[src/rtl/fifo_umbrales.sv]
// fifo_umbrales: synchronous FIFO with programmable almost-full/almost-empty thresholds.
// Define FIFO_ERR_STICKY_EN to make fifo_error sticky until reset or init.
module fifo_umbrales #(
   parameter int DATA_WIDTH = 6,
   parameter int ADDR_WIDTH = 2
) (
   input  logic                  clk,
   input  logic                  reset,
   input  logic                  init,
   input  logic [ADDR_WIDTH:0]   umbral_alto,
   input  logic [ADDR_WIDTH:0]   umbral_bajo,
   input  logic                  push,
   input  logic [DATA_WIDTH-1:0] data_in,
   input  logic                  pop,
   output logic [DATA_WIDTH-1:0] data_out,
   output logic                  valid_out,
   output logic                  fifo_empty,
   output logic                  fifo_full,
   output logic                  almost_full,
   output logic                  almost_empty,
   output logic                  fifo_error
);
   localparam int DEPTH = 2 ** ADDR_WIDTH;
   localparam logic [ADDR_WIDTH:0] CNT_ONE = 1;
   localparam logic [ADDR_WIDTH-1:0] PTR_ONE = 1;
   logic [DATA_WIDTH-1:0] mem [DEPTH];
   logic [ADDR_WIDTH-1:0] wr_ptr, rd_ptr;
   logic [ADDR_WIDTH:0] count, alto_q, bajo_q;
   logic wr_en, rd_en, err;
   assign fifo_empty   = count == '0;
   assign fifo_full    = count == (ADDR_WIDTH+1)'(DEPTH);
   assign almost_full  = count >= alto_q;
   assign almost_empty = count <= bajo_q;
   // a pop on a full FIFO frees the slot the simultaneous push lands in
   assign wr_en = push && (!fifo_full || pop);
   assign rd_en = pop && !fifo_empty;
   assign err   = (push && fifo_full && !pop) || (pop && fifo_empty);
   always_ff @(posedge clk) begin
      if (reset) begin
         wr_ptr     <= '0;
         rd_ptr     <= '0;
         count      <= '0;
         data_out   <= '0;
         valid_out  <= 1'b0;
         fifo_error <= 1'b0;
         alto_q     <= (ADDR_WIDTH+1)'(DEPTH - 1);
         bajo_q     <= CNT_ONE;
      end else begin
         if (init) begin
            alto_q <= umbral_alto;
            bajo_q <= umbral_bajo;
         end
         if (wr_en) begin
            mem[wr_ptr] <= data_in;
            wr_ptr      <= wr_ptr + PTR_ONE;
         end
         if (rd_en) begin
            data_out <= mem[rd_ptr];
            rd_ptr   <= rd_ptr + PTR_ONE;
         end
         valid_out <= rd_en;
         count <= (wr_en && !rd_en) ? count + CNT_ONE : (!wr_en && rd_en) ? count - CNT_ONE : count;
`ifdef FIFO_ERR_STICKY_EN
         fifo_error <= init ? 1'b0 : (fifo_error || err);
`else
         fifo_error <= init ? 1'b0 : err;
`endif
      end
   end
endmodule

[config.mk]
export PLATFORM = sky130hd
export DESIGN_NAME = fifo_umbrales
export DESIGN_NICKNAME = d
export VERILOG_FILES = /design/src/rtl/fifo_umbrales.sv
export SDC_FILE = /design/constraint.sdc
export NUM_CORES = 1
export LEC_CHECK = 0
export ABC_AREA = 1
export BUFFER_PORTS_ARGS = -buffer_cell sky130_fd_sc_hd__buf_2
export CORE_AREA = 8 8 66 82
export DETAILED_ROUTE_END_ITERATION = 7
export DIE_AREA = 0 0 74 90
export PLACE_DENSITY = 0.74
export SKIP_CTS_REPAIR_TIMING = 1
export SYNTH_ARGS = -nofsm -noshare
export SYNTH_HDL_FRONTEND = slang
export SYNTH_SLANG_ARGS = --single-unit
export TNS_END_PERCENT = 10
[constraint.sdc]
create_clock -name clk -period 2.3 [get_ports clk]
set_input_delay 0.23 -clock clk [delete_from_list [all_inputs] [get_ports clk]]
set_output_delay 0.23 -clock clk [all_outputs]
set_load 0.02 [all_outputs]
==> impl_metrics.tcl <==
set metrics [dict create \
    worstMarginPinSlew_ns 0.380 \
    report.power.total_w 0.00246 \
    final.min_clock_period_ns 1.92 \
    critPathArrivalTime_ns 2.11 \
    setup_viol 0 \
    tritoncts_clock_tree "done" \
    detail_route.iter0.violations 72 \
    proportion_of_layout_cells_with_a_drive_suffix_above_1 0.204 \
    classification_of_the_worst_slack_hold_path "input port to flip-flop" \
    worst_slew_margin_rel 0.746 \
    num_rows 27 \
    route.detailed.vias_per_inst 4.62 \
    num_io_pins 29 \
    synth_fp_nets 277 \
    area_taken_by_multi_input_logic_gates_sq_um 781 \
    antenna_found_initial 0 \
    power_density_mw_per_mm2 1010 \
    maximum_number_of_pins_on_one_net_before_global_route_repair 19 \
    drv.max_cap_violation_count 0 \
    area_of_the_die_sq_mm 0.00666 \
    power_switching_w 0.000932 \
    max_rail_drop_vdd_v 0.000520 \
    power.share.combinational 0.375 \
    timing.critical_path.required_ns 2.49 \
    synth_top_cell_by_area "sky130_fd_sc_hd__edfxtp_1" \
    run_status "completed" \
    drc 0 \
    synth_seq_cells 45 \
    finalInstanceArea_sq_mm 0.00244 \
    first_pass_detailed_route_iteration_total 4 \
    hold_ws_ns 0.141 \
    io_buffer_count 28 \
    yosysTopAreaCellShare 0.331 \
    synthesis.instances 248 \
    worst_setup_hold_path_clk_slew_ns 0.08 \
    wl_per_cell_um 11.4 \
    post_synth_instance_area_sq_mm 0.00218 \
    die_x_um 74 \
    netlist-cell-type-count 25 \
    placedInstanceArea_sq_mm 0.00235 \
    finalHoldViolCount 0 \
    cts_inserted_buffers 5 \
    synth_area_leaders "sky130_fd_sc_hd__edfxtp_1 33%, sky130_fd_sc_hd__dfxtp_1 19%, sky130_fd_sc_hd__nand2_1 10%, sky130_fd_sc_hd__inv_1 8.1%, sky130_fd_sc_hd__ha_1 6.3%" \
    seq_power_share 0.426 \
    cts.sink_count 45 \
    gp_congestion 0.702 \
    die_height_um 90 \
    h-tree-depth 2 \
    synth-seq-area-share 0.524 \
    clkPwrFrac 0.198 \
    later_pin_clock_latency_in_the_skew_report_ns 0.29 \
    achievable-frequency_mhz 522 \
    filler_cells 373 \
    tns_ns 0 \
    dr_total_vias 1561 \
    seq_area_sq_mm 0.00114 \
    place.detailed.hpwl_mm 2.92 \
    skew_ns 0.0119 \
    floorplan.core_area_sq_mm 0.00422 \
    clock_path_buffers 2 \
    power_switching_share 0.379 \
    layout-area-overhead-vs-synth_pct 12.0 \
    clockRootBuffer "sky130_fd_sc_hd__clkbuf_8" \
    synth-warning-count 0 \
    nets 308 \
    utilization 0.577 \
    wire_length_of_the_first_global_routing_pass_mm 6.60 \
    final_min_period_over_clock_period 0.833 \
    fin_max_slew_vios 0 \
    route.antenna.remaining_nets 0 \
    endpoint_kind "flip-flop" \
    start_kind "flip-flop" \
    overall_routed_net_length_mm 3.84 \
    gr-total-overflow 0 \
    cell_internal_pwr_w 0.00153 \
    critical_path.max_fanout 17 \
    unrepaired_setup_endpoints_after_global_routing "false" \
    avgSynthCellArea_sq_um 8.78 \
    first_global_vias 1493 \
    starting_density_of_the_core 0.516 \
    gr-usage-all-layers 0.128 \
    num_antenna_cells 0 \
    classification_of_the_worst_setup_path "flip-flop to flip-flop" \
    power.leakage_nw 1.18 \
]
==> layout by cell type, fill, tap and decap left out <==
cell and instances:
sky130_fd_sc_hd__inv_4 1, sky130_fd_sc_hd__nand2_2 2, sky130_fd_sc_hd__ha_1 11, sky130_fd_sc_hd__nor2_1 19
sky130_fd_sc_hd__nor2_2 4, sky130_fd_sc_hd__a21oi_2 3, sky130_fd_sc_hd__clkbuf_8 6, sky130_fd_sc_hd__buf_2 28
sky130_fd_sc_hd__o21ai_0 7, sky130_fd_sc_hd__nand3_1 21, sky130_fd_sc_hd__clkinv_2 2, sky130_fd_sc_hd__fa_1 1
sky130_fd_sc_hd__inv_2 3, sky130_fd_sc_hd__edfxtp_1 24, sky130_fd_sc_hd__nor3_1 1, sky130_fd_sc_hd__inv_1 47
sky130_fd_sc_hd__dfxtp_1 21, sky130_fd_sc_hd__buf_4 1, sky130_fd_sc_hd__clkbuf_1 1, sky130_fd_sc_hd__o211ai_1 1
sky130_fd_sc_hd__nor2_4 1, sky130_fd_sc_hd__nand2_1 60, sky130_fd_sc_hd__clkbuf_2 1, sky130_fd_sc_hd__nand2_4 3
sky130_fd_sc_hd__nand3_2 2, sky130_fd_sc_hd__a21oi_1 9
==> synth_stat cells (all sizes together) <==
library cell / instances
nand2: 65
nor2: 24
nand3: 23
fa: 1
o211ai: 1
a21oi: 12
buf: 5
clkinv: 2
ha: 11
inv: 51
o21ai: 7
nor3: 1
edfxtp: 24
dfxtp: 21
==> logic make-up (layout without fill, tap and decap cells) <==
kind of cell    Yosys count  count (layout)  share of synthesized area
simple gates            113             113                      0.234
flops                    45              45                      0.524
buf+inv                  58              90                      0.117
compound gates           20              20                     0.0523
fa+ha+maj                12              12                     0.0724
==> path summary, 6_finish.rpt <==
check                                    start         to  slack, ns  depth (start not counted)
worst min-delay path            umbral_alto[0]  alto_q[0]       0.14                          3
worst max register to register        count[1]   count[2]       0.38                         12
worst min register to register       alto_q[0]  alto_q[0]       0.47                          2
worst max-delay path                  count[1]   count[2]       0.38                         12
==> layer usage <==
metal	GRT usage	wire [um]	vias up
met5	0	0	-
met4	0.0602	82	0
met3	0.0422	183	8
met2	0.220	2080	24
met1	0.134	1500	703
li1	-	-	826
==> flip-flops by register name, indices dropped and copies added, names as in the netlist <==
name / count
count: 3
wr_ptr: 2
rd_ptr: 2
fifo_error: 1
data_out: 6
bajo_q: 3
mem: 24
alto_q: 3
valid_out: 1
==> power by group through the flow <==
stage	Combinational (W)	Sequential, W	Clock [W]
after floorplan	0.000691	0.00109	0
after global placement	0.000900	0.00107	0
after detailed placement	0.000929	0.00107	0
after CTS	0.000937	0.00105	0.000497
after global routing	0.00105	0.00107	0.000536
final	0.000923	0.00105	0.000488
==> stage by stage <==
step	worst slack, ns	std cells
2_1_floorplan	0.541	248
3_3_place_gp	0.464	330
3_5_place_dp	0.404	330
4_1_cts	0.355	338
5_1_grt	0.207	338
6_report	0.383	338
==> cell type report <==
| class | instances | area share |
|---|---|---|
| inverter | 53 | 0.0837 |
| tap | 58 | 0.0298 |
| sequential | 45 | 0.468 |
| multi-input combinational | 145 | 0.320 |
| clock buffer | 8 | 0.0375 |
| timing repair buffer | 29 | 0.0606 |
==> critical path, stage by stage (launching register included) <==
cell                      delay [ns]
sky130_fd_sc_hd__dfxtp_1        0.40
sky130_fd_sc_hd__nor2_4         0.15
sky130_fd_sc_hd__nand2_4        0.08
sky130_fd_sc_hd__nand2_4        0.17
sky130_fd_sc_hd__ha_1           0.20
sky130_fd_sc_hd__inv_1          0.06
sky130_fd_sc_hd__fa_1           0.37
sky130_fd_sc_hd__inv_1          0.07
sky130_fd_sc_hd__nand2_1        0.04
sky130_fd_sc_hd__nand3_1        0.10
sky130_fd_sc_hd__nand2_1        0.07
sky130_fd_sc_hd__nand2_1        0.06
sky130_fd_sc_hd__nor2_1         0.04
Note: power is estimated with default switching activity, not from simulation.
